**src/rtl/noc_params.sv**
```systemverilog
// Router-wide constants and the port encoding shared by the NoC blocks.
package noc_params;
  localparam int PORT_NUM    = 5;
  localparam int VC_NUM      = 2;
  localparam int VC_SIZE     = (VC_NUM > 1) ? $clog2(VC_NUM) : 1;
  localparam int BUFFER_SIZE = 8;
  localparam int CREDIT_W    = $clog2(BUFFER_SIZE + 1);
  localparam int PORT_W      = $clog2(PORT_NUM);

  typedef enum logic [PORT_W-1:0] {
    LOCAL = 3'd0,
    NORTH = 3'd1,
    SOUTH = 3'd2,
    WEST  = 3'd3,
    EAST  = 3'd4
  } port_t;
endpackage

```
**src/rtl/switch_allocator_if.sv**
```systemverilog
// Request/grant bundle between the input buffers, the allocator and the crossbar.
interface switch_allocator_if;
  import noc_params::*;

  logic  [PORT_NUM-1:0][VC_NUM-1:0]              request_i;
  port_t [PORT_NUM-1:0][VC_NUM-1:0]              out_port_i;
  logic  [PORT_NUM-1:0][VC_NUM-1:0][VC_SIZE-1:0] downstream_vc_i;
  logic  [PORT_NUM-1:0][VC_NUM-1:0]              credit_i;
  logic  [PORT_NUM-1:0][VC_NUM-1:0]              read_o;
  logic  [PORT_NUM-1:0][PORT_W-1:0]              input_sel_o;
  logic  [PORT_NUM-1:0]                          valid_o;
  logic                                          credit_err_o;

  modport master (
    output request_i, out_port_i, downstream_vc_i, credit_i,
    input  read_o, input_sel_o, valid_o, credit_err_o
  );

  modport slave (
    input  request_i, out_port_i, downstream_vc_i, credit_i,
    output read_o, input_sel_o, valid_o, credit_err_o
  );
endinterface

```
**src/rtl/round_robin_arbiter.sv**
```systemverilog
// Round-robin arbiter: one-hot grant starting at a registered pointer;
// update_en_i moves the pointer just past the current winner.
module round_robin_arbiter #(
  parameter int N = 2
) (
  input  logic         clk,
  input  logic         rst,
  input  logic [N-1:0] request_i,
  input  logic         update_en_i,
  output logic [N-1:0] grant_o
);
  localparam int PW = (N > 1) ? $clog2(N) : 1;

  logic [PW-1:0] r_ptr;
  logic [PW-1:0] w_next;
  logic [PW-1:0] w_idx;

  // Scan from the far end back toward r_ptr so the closest requester wins last.
  always_comb begin
    grant_o = '0;
    w_next  = r_ptr;
    w_idx   = '0;
    for (int k = N - 1; k >= 0; k--) begin
      w_idx = PW'((int'(r_ptr) + k) % N);
      if (request_i[w_idx]) begin
        grant_o        = '0;
        grant_o[w_idx] = 1'b1;
        w_next         = (int'(w_idx) == N - 1) ? '0 : w_idx + 1'b1;
      end
    end
  end

  always_ff @(posedge clk) begin
    if (rst)                           r_ptr <= '0;
    else if (update_en_i && |grant_o)  r_ptr <= w_next;
  end
endmodule

```
**src/rtl/switch_allocator.sv**
```systemverilog
// Two-stage separable switch allocator (VC per input, then input per output)
// with per-output, per-VC downstream credit counters.
module switch_allocator
  import noc_params::*;
(
  input  logic               clk,
  input  logic               rst,
  switch_allocator_if.slave  sa
);
  logic [PORT_NUM-1:0][VC_NUM-1:0][CREDIT_W-1:0] r_credit;
  logic                                          r_credit_err;

  logic  [PORT_NUM-1:0][VC_NUM-1:0]   w_elig, w_in_gnt, w_read, w_dec;
  logic  [PORT_NUM-1:0]               w_in_has, w_in_win, w_valid;
  port_t [PORT_NUM-1:0]               w_in_port;
  logic  [PORT_NUM-1:0][PORT_NUM-1:0] w_out_req, w_out_gnt;  // [output][input]
  logic  [PORT_NUM-1:0][PORT_W-1:0]   w_sel;

  always_comb begin
    w_elig = '0;
    for (int i = 0; i < PORT_NUM; i++)
      for (int v = 0; v < VC_NUM; v++)
        if (sa.request_i[i][v] && int'(sa.out_port_i[i][v]) < PORT_NUM)
          w_elig[i][v] = r_credit[sa.out_port_i[i][v]][sa.downstream_vc_i[i][v]] != '0;
  end

  genvar gi;
  generate
    for (gi = 0; gi < PORT_NUM; gi++) begin : g_in
      round_robin_arbiter #(.N(VC_NUM)) u_in_arb (
        .clk         (clk),
        .rst         (rst),
        .request_i   (w_elig[gi]),
        .update_en_i (w_in_win[gi]),
        .grant_o     (w_in_gnt[gi])
      );
    end
    for (gi = 0; gi < PORT_NUM; gi++) begin : g_out
      round_robin_arbiter #(.N(PORT_NUM)) u_out_arb (
        .clk         (clk),
        .rst         (rst),
        .request_i   (w_out_req[gi]),
        .update_en_i (w_valid[gi]),
        .grant_o     (w_out_gnt[gi])
      );
    end
  endgenerate

  // Stage-1 winner of each input is presented to the output it routes to.
  always_comb begin
    w_in_port = '{default: LOCAL};
    w_in_has  = '0;
    w_out_req = '0;
    for (int i = 0; i < PORT_NUM; i++) begin
      for (int v = 0; v < VC_NUM; v++)
        if (w_in_gnt[i][v]) w_in_port[i] = sa.out_port_i[i][v];
      w_in_has[i] = |w_in_gnt[i];
      for (int o = 0; o < PORT_NUM; o++)
        w_out_req[o][i] = w_in_has[i] && (int'(w_in_port[i]) == o);
    end
  end

  always_comb begin
    w_in_win = '0;
    w_valid  = '0;
    w_sel    = '0;
    for (int o = 0; o < PORT_NUM; o++)
      for (int i = 0; i < PORT_NUM; i++)
        if (w_out_gnt[o][i]) begin
          w_in_win[i] = 1'b1;
          w_valid[o]  = 1'b1;
          w_sel[o]    = PORT_W'(i);
        end
  end

  always_comb begin
    w_read = '0;
    w_dec  = '0;
    for (int i = 0; i < PORT_NUM; i++)
      for (int v = 0; v < VC_NUM; v++)
        if (w_in_gnt[i][v] && w_in_win[i]) begin
          w_read[i][v] = 1'b1;
          w_dec[sa.out_port_i[i][v]][sa.downstream_vc_i[i][v]] = 1'b1;
        end
  end

  // A return and a consume on the same counter cancel out.
  always_ff @(posedge clk) begin
    if (rst) begin
      for (int p = 0; p < PORT_NUM; p++)
        for (int v = 0; v < VC_NUM; v++)
          r_credit[p][v] <= CREDIT_W'(BUFFER_SIZE);
      r_credit_err <= 1'b0;
    end else begin
      for (int p = 0; p < PORT_NUM; p++)
        for (int v = 0; v < VC_NUM; v++)
          if (sa.credit_i[p][v] && !w_dec[p][v]) begin
            if (r_credit[p][v] == CREDIT_W'(BUFFER_SIZE)) r_credit_err <= 1'b1;
            else                                         r_credit[p][v] <= r_credit[p][v] + 1'b1;
          end else if (w_dec[p][v] && !sa.credit_i[p][v]) begin
            r_credit[p][v] <= r_credit[p][v] - 1'b1;
          end
    end
  end

  assign sa.read_o       = rst ? '0 : w_read;
  assign sa.valid_o      = rst ? '0 : w_valid;
  assign sa.input_sel_o  = rst ? '0 : w_sel;
  assign sa.credit_err_o = r_credit_err;
endmodule

```
**src/flat_wrapper.sv**
```systemverilog
// flat-port wrapper written by rule: the top's interface ports become plain ports
module switch_allocator_flat import noc_params::*;
  (clk, rst, sa_request_i, sa_out_port_i, sa_downstream_vc_i, sa_credit_i, sa_read_o, sa_input_sel_o, sa_valid_o, sa_credit_err_o);
  switch_allocator_if sa_i ();
  input  logic clk;
  input  logic rst;
  input wire logic [$bits(sa_i.request_i)-1:0] sa_request_i;
  input wire logic [$bits(sa_i.out_port_i)-1:0] sa_out_port_i;
  input wire logic [$bits(sa_i.downstream_vc_i)-1:0] sa_downstream_vc_i;
  input wire logic [$bits(sa_i.credit_i)-1:0] sa_credit_i;
  output wire logic [$bits(sa_i.read_o)-1:0] sa_read_o;
  output wire logic [$bits(sa_i.input_sel_o)-1:0] sa_input_sel_o;
  output wire logic [$bits(sa_i.valid_o)-1:0] sa_valid_o;
  output wire logic [$bits(sa_i.credit_err_o)-1:0] sa_credit_err_o;
  assign sa_i.request_i = sa_request_i;
  assign sa_i.out_port_i = sa_out_port_i;
  assign sa_i.downstream_vc_i = sa_downstream_vc_i;
  assign sa_i.credit_i = sa_credit_i;
  assign sa_read_o = sa_i.read_o;
  assign sa_input_sel_o = sa_i.input_sel_o;
  assign sa_valid_o = sa_i.valid_o;
  assign sa_credit_err_o = sa_i.credit_err_o;
  switch_allocator u_core (.clk(clk), .rst(rst), .sa(sa_i));
endmodule
```
**config.mk**
```make
export PLATFORM = sky130hd
export DESIGN_NAME = switch_allocator_flat
export DESIGN_NICKNAME = d
export VERILOG_FILES = /design/src/rtl/noc_params.sv /design/src/rtl/switch_allocator_if.sv /design/src/rtl/round_robin_arbiter.sv /design/src/rtl/switch_allocator.sv /design/src/flat_wrapper.sv
export SDC_FILE = /design/constraint.sdc
export NUM_CORES = 1
export LEC_CHECK = 0
export CAP_MARGIN = 0
export CORE_MARGIN = 2
export CORE_UTILIZATION = 37
export CTS_CLUSTER_SIZE = 24
export DETAILED_ROUTE_END_ITERATION = 10
export PLACE_DENSITY_LB_ADDON = 0.15
export SLEW_MARGIN = 20
export SYNTH_ARGS = -nofsm -noshare
export SYNTH_HDL_FRONTEND = slang
export SYNTH_SLANG_ARGS = --single-unit
```
**constraint.sdc**
```tcl
create_clock -name clk -period 8.62 [get_ports clk]
set_clock_uncertainty 0.15 [all_clocks]
set_input_delay 1.724 -clock clk [delete_from_list [all_inputs] [get_ports clk]]
set_output_delay 1.724 -clock clk [all_outputs]
set_load 0.02 [all_outputs]
```
==> run metrics, run 1 <==
H-tree levels=3; Post-synth top flop=dfxtp_1; CTS root buffer=clkbuf_16; area delta synth->final=28.30%; crit start category=input pin; Final Hold Fails=0; hold depth=2; Syn Std Cell Area=approximately 17000 µm²; DR vias/cell=between 6 and 7; Final #Nets=3023; Initial DRC Count=1653; Yosys reg bits=roughly 60; initial antenna violation count=1; Final Wtd Congestion=1.009; Core ar.=between 40000 and 50000 µm²; Mapped Cells=~2400; DRT antenna net count=0; reg-to-reg critical path endpoint=u_core.r_credit[27]$_SDFFE_PP1P_; Final min period=roughly 8.5 ns; Post-synth EDFFs=0; Mapped Avg Cell Area=roughly 7.1 µm²; Hold Buf Count CTS=0; part of the Yosys area used for sequential elements=7.207%; Pins Over Slew Limit=0; Netlist cell types=approximately 130; deepest clock path buffer count=2; commonest non-fill, non-tap cells in the layout=buf_4 (367), nand2_1 (198), nor2_1 (191), ha_1 (183), a21oi_1 (174); CTS Buf Count=9; Crit Path Max Fanout=6; All-Layer GR Usage=roughly 30%; Ports=93; fmax=between 0.1 and 0.15 GHz; Syn Nets=about 2600; Rows=78; WP data required=just under 7 ns; critical path capture point type=primary output; Skew-Pair Late Insertion Delay=0.39 ns; first-pass GRT wire length=roughly 110000 µm; DRC=0; vias in the first global route=about 19000; CP Class=input pin to primary output; RSZ-0062 raised after global routing=yes; hold endpoint=u_core.g_in[0].u_in_arb.r_ptr$_SDFFE_PP0P_; Final HPWL DP=58400 µm; Initial Util=between 30% and 40%; number of max-cap violations=0; most common cell after layout, fill and taps aside=buf_4; Async SR Flop Fraction=0%; Worst Tran Pin Value=approximately 1.2 ns; share of layout cells above drive strength 1=between 20% and 30%; Worst R2R Setup Slack=approximately 0.55 ns; via count=20640; Max-slew headroom=approximately a fifth; largest net degree at the start of global routing=46; Tcrit/Tclk final=approximately 100%; die height=around 220 µm; Fill cells=about 4600; Overflow after GRT=0; final WL=a little over 70000 µm; Antenna Cells=0; Setup Viol. Count Final=0; yosys warns=0; CTS sink cnt=61; average wire per standard cell=roughly 21 µm; CTS tree=done; CP Data Arrival Time=between 6 and 7 ns; Clock transition at path regs=about 0.060 ns; port buffer count=slightly above 90; Setup TNS=0 ns; Min-Delay Startpoint=u_core.g_in[0].u_in_arb.r_ptr$_SDFFE_PP0P_; post-layout util=48.01%; FF-to-FF path depth=34; worst r2r src=u_core.g_out[4].u_out_arb.r_ptr[0]$_SDFFE_PP0P_; die width=218.0 µm; worst hold path type=flip-flop to flip-flop; die area=~48000 µm²; status=completed; total iterations of the first detailed-routing run=8
[logic make-up after synthesis]
group	count (synthesis)	synth area share (%)
adders and majority gates	193	14.70
DFF	61	7.207
AOI/OAI and AO/OA	799	34.43
buffers and inverters	255	5.944
and+or+nand+nor	946	30.14
muxes	72	4.423
xor gates and xnor gates	61	3.153
[how the worst max path moves through the flow]
stage,startpoint,to,slack (ns),cells after the start
global placement,sa_out_port_i[8],sa_read_o[9],-0.44,17
CTS,sa_out_port_i[7],sa_valid_o[0],0.02,18
global route,sa_out_port_i[24],sa_valid_o[1],-0.03,18
detailed placement,sa_out_port_i[8],sa_read_o[9],-0.46,17
finish,sa_out_port_i[24],sa_read_o[2],0.12,20
floorplan,u_core.g_out[0].u_out_arb.r_ptr[0]$_SDFFE_PP0P_,sa_valid_o[0],0.70,28
[metrics by stage]
stage | cells | hold WS, ns | setup slack, ns | area [µm²]
global placement | 3340 | 0.3543 | -0.4369 | 20900
detailed placement | 3340 | 0.3526 | -0.4622 | 20900
global route | 3372 | 0.3912 | -0.03398 | 21740
CTS | 3357 | 0.3626 | 0.02023 | 21290
finish | 3372 | 0.3669 | 0.1153 | 21740
floorplan | 2387 | 0.3178 | 0.6972 | 16940
[area by class of cell]
class	instances	area (µm²)	share of cell area, %
Multi-Input combinational cell	2071	15140	69.66
Clock buffer	10	239.0	1.099
Tap cell	600	750.7	3.453
Timing Repair Buffer	461	3732	17.17
Sequential cell	61	1221	5.618
Clock inverter	5	36.28	0.1669
Inverter	164	615.6	2.832
[synth_stat cells, types with 47 or more instances]
cell / n / area, µm²
nand2_1: 199 / 747.0
ha_1: 183 / 2290
o211ai_1: 47 / 352.8
o21ai_0: 90 / 450.4
xnor2_1: 50 / 437.9
nor2_1: 197 / 739.5
dfxtp_1: 61 / 1221
mux2i_1: 49 / 490.5
nand3_1: 75 / 375.4
a21oi_1: 177 / 885.9
nand2b_1: 50 / 312.8
inv_1: 160 / 600.6
clkbuf_1: 64 / 240.2
nor3_1: 98 / 490.5
[state kept, by name, indices dropped and copies added (netlist names)]
name	flops
u_core.g_in.u_in_arb.r_ptr	5
u_core.g_out.u_out_arb.r_ptr	15
u_core.r_credit	40
u_core.sa.credit_err_o	1
[metal layers]
layer	GRT usage (%)	routed length (µm)	vias up
met5	0	0	-
met1	39.12	32020	9933
li1	-	-	9888
met3	3.459	3881	136
met2	49.07	33020	684
met4	10.09	2620	0
[critical path: stages]
cell	delay, ns
clkdlybuf4s50_1	0.54
or3b_2	0.56
o22a_1	0.22
o211ai_1	0.18
nand3_2	0.23
or3_1	0.44
o41ai_2	0.07
buf_4	0.19
nand2_1	0.08
o31ai_2	0.31
buf_4	0.16
buf_4	0.11
a21oi_1	0.06
a2111oi_1	0.38
buf_4	0.20
nor4b_4	0.04
buf_4	0.17
nand2_1	0.10
and3_1	0.20
clkdlybuf4s50_1	0.62
[what timing repair did]
item                                    in CTS  in global routing
resized for setup                           24                 79
buffers inserted                             2                 15
pin swaps                                    4                 17
cloned                                       0                  0
endpoints found under the setup margin      18                 29
Power of run 1 is not shown: default switching activity piles up to over one toggle a cycle in this logic, so the estimate is an artifact.
==> inputs of run 2 (changes only) <==
Settings changed: CORE_UTILIZATION 37 to 55.
==> run 2 against run 1 <==
Effect of this change:
- hold slack better by 0.018 ns
- clock-buffer cell count shrank 1
- via count up 1.3%
- die area decreased by 32%
- routed wire length shrank 6.3%
- sequential cell count unchanged
- fmax decreased by 1.3%
- worst setup slack worse by 0.11 ns
- core utilization up 21 points
- critical endpoint is now sa_read_o[1]
- largest cell class unchanged
==> run metrics, run 2 (synthesis gave the netlist of run 1 again) <==
RSZ-0062 raised after global routing=yes; CP Data Arrival Time=6.74 ns (+0.11 ns); first-pass GRT wire length=104100 µm (-5.6%); crit-path cells=clkdlybuf4s50_1 -> or3b_2 -> o22a_1 -> nand3_1 -> nand3_1 -> or3b_4 -> a211oi_4 -> o22ai_2 -> o41ai_2 -> o221ai_1 -> a221oi_2 -> nor3b_4 -> a31oi_2 -> and2_1 -> clkdlybuf4s50_1; H-tree levels=3 (unchanged); post-layout util=68.58% (+21 points); Inst Count DP=3071 (-8.1%); die width=179.5 µm (-18%); Final HPWL DP=53720 µm (-8.0%); Setup Viol. Count Final=0 (unchanged); commonest non-fill, non-tap cells in the layout=buf_4 (297), nand2_1 (198), nor2_1 (194), ha_1 (182), a21oi_1 (171); Initial DRC Count=2219 (+34%); initial antenna violation count=0 (-1); area delta synth->final=23.17%; Fill cells=2569 (-45%); Overflow after GRT=0 (unchanged); most common cell after layout, fill and taps aside=buf_4; Post-DP Area=20160 µm² (-3.5%); number of max-cap violations=0 (unchanged); Setup TNS=0 ns (unchanged); total iterations of the first detailed-routing run=6 (-2); DR vias/cell=6.744 (+10%); die area=32230 µm² (-32%); Final Instance Area=20870 µm² (-4.0%); All-Layer GR Usage=39.33% (+9.9 points); Pins Over Slew Limit=0 (unchanged); Hold Buf Count CTS=0 (unchanged); Max-slew headroom=24.61% (+5.6 points); CTS root buffer=clkbuf_16; worst hold path type=flip-flop to flip-flop; non-filler cells in the finished layout=3101 (-8.0%); family with the most delay on the worst path=compound AO/OA/AOI/OAI gates; status=completed; deepest clock path buffer count=2 (unchanged); CP bufs+invs=2 (-5); DRC=0 (unchanged); CTS sink cnt=61 (unchanged); DRT antenna net count=0 (unchanged); Clock transition at path regs=0.07 ns (about the same); average wire per standard cell=21.61 µm (+1.8%); Final Wtd Congestion=1.113 (+10%); CTS Buf Count=9 (unchanged); Largest register FFs=40 (unchanged); Final #Nets=2954 (-2.3%); WP data required=6.75 ns (about the same); Core ar.=30430 µm² (-33%); biggest regs=u_core.r_credit x40, u_core.g_out.u_out_arb.r_ptr x15, u_core.g_in.u_in_arb.r_ptr x5; Worst Tran Pin Value=1.122 ns (-0.08281 ns); Final Hold Fails=0 (unchanged); die height=179.5 µm (-18%); port buffer count=92 (unchanged); Skew-Pair Late Insertion Delay=0.37 ns (-0.02 ns); largest net degree at the start of global routing=36 (-22%); vias in the first global route=19410 (-0.12%); Ports=93 (unchanged); Largest Register=u_core.r_credit; CP Class=input pin to primary output; critical path capture point type=primary output; Final min period=8.616 ns (+0.1113 ns); crit start category=input pin; Rows=64 (-18%); share of layout cells above drive strength 1=17.86% (-2.4 points); Initial Util=55.68% (+18 points); fmax=0.1161 GHz (-1.3%); CTS tree=done; Crit Path Max Fanout=7 (+1); final WL=67010 µm (-6.3%); Slowest cell on crit path=or3b_2; Tcrit/Tclk final=99.95% (+1.3 points); Worst path max stage delay=0.58 ns (-0.04 ns); via count=20910 (+1.3%)
[run 2: worst paths after layout]
kind                                                    from  slack (ns)                                to  cells past startpoint
min                         u_core.r_credit[18]$_SDFFE_PP0P_        0.38  u_core.r_credit[18]$_SDFFE_PP0P_                      2
min reg2reg                 u_core.r_credit[18]$_SDFFE_PP0P_        0.38  u_core.r_credit[18]$_SDFFE_PP0P_                      2
max reg2reg  u_core.g_out[4].u_out_arb.r_ptr[1]$_SDFFE_PP0P_        0.52  u_core.r_credit[35]$_SDFFE_PP1P_                     36
max                                        sa_out_port_i[10]       0.004                      sa_read_o[1]                     15
[run 2: what timing repair did]
action                                  in CTS  in global routing
setup buffers                                0                 13
pin swaps                                    1                 11
resized for setup                           12                 71
endpoints found under the setup margin      11                 40
[run 2: worst register-to-register path: cells and delay by family (launching register included)]
kind	cells	cell delay (ns)
and+or+nand+nor	8	1.69
buffers and inverters	10	1.62
xor gates and xnor gates	1	0.24
AOI/OAI and AO/OA	12	2.47
DFF	1	0.42
adders and majority gates	5	1.41
[run 2: cell type report]
class	count	area (µm²)	share of cell area [%]
multi-input cells	2071	15020	71.96
repair buffers	392	3234	15.50
flip-flops and latches	61	1221	5.852
inverters	164	621.8	2.980
well taps	396	495.5	2.374
clock buffers	9	225.2	1.079
clock inverters	7	51.30	0.2458
diodes	1	2.502	0.01199
[run 2: routing by layer]
metal / track usage (%) / vias up / part of all wire, %
met5: 0 / - / 0
met4: 20.52 / 0 / 5.8
met3: 5.693 / 244 / 8.6
met2: 63.65 / 1092 / 45
met1: 50.71 / 9815 / 41
li1: - / 9762 / -
[run 2: per-stage QoR]
| step | worst slack, ns | hold WS, ns |
|---|---|---|
| floorplan | 0.6972 | 0.3178 |
| global placement | -0.05126 | 0.3562 |
| detailed placement | -0.1270 | 0.3658 |
| CTS | 0.02246 | 0.3748 |
| global route | -0.1673 | 0.3926 |
| finish | 0.004027 | 0.3844 |
Power of run 2 is left out for the same reason.
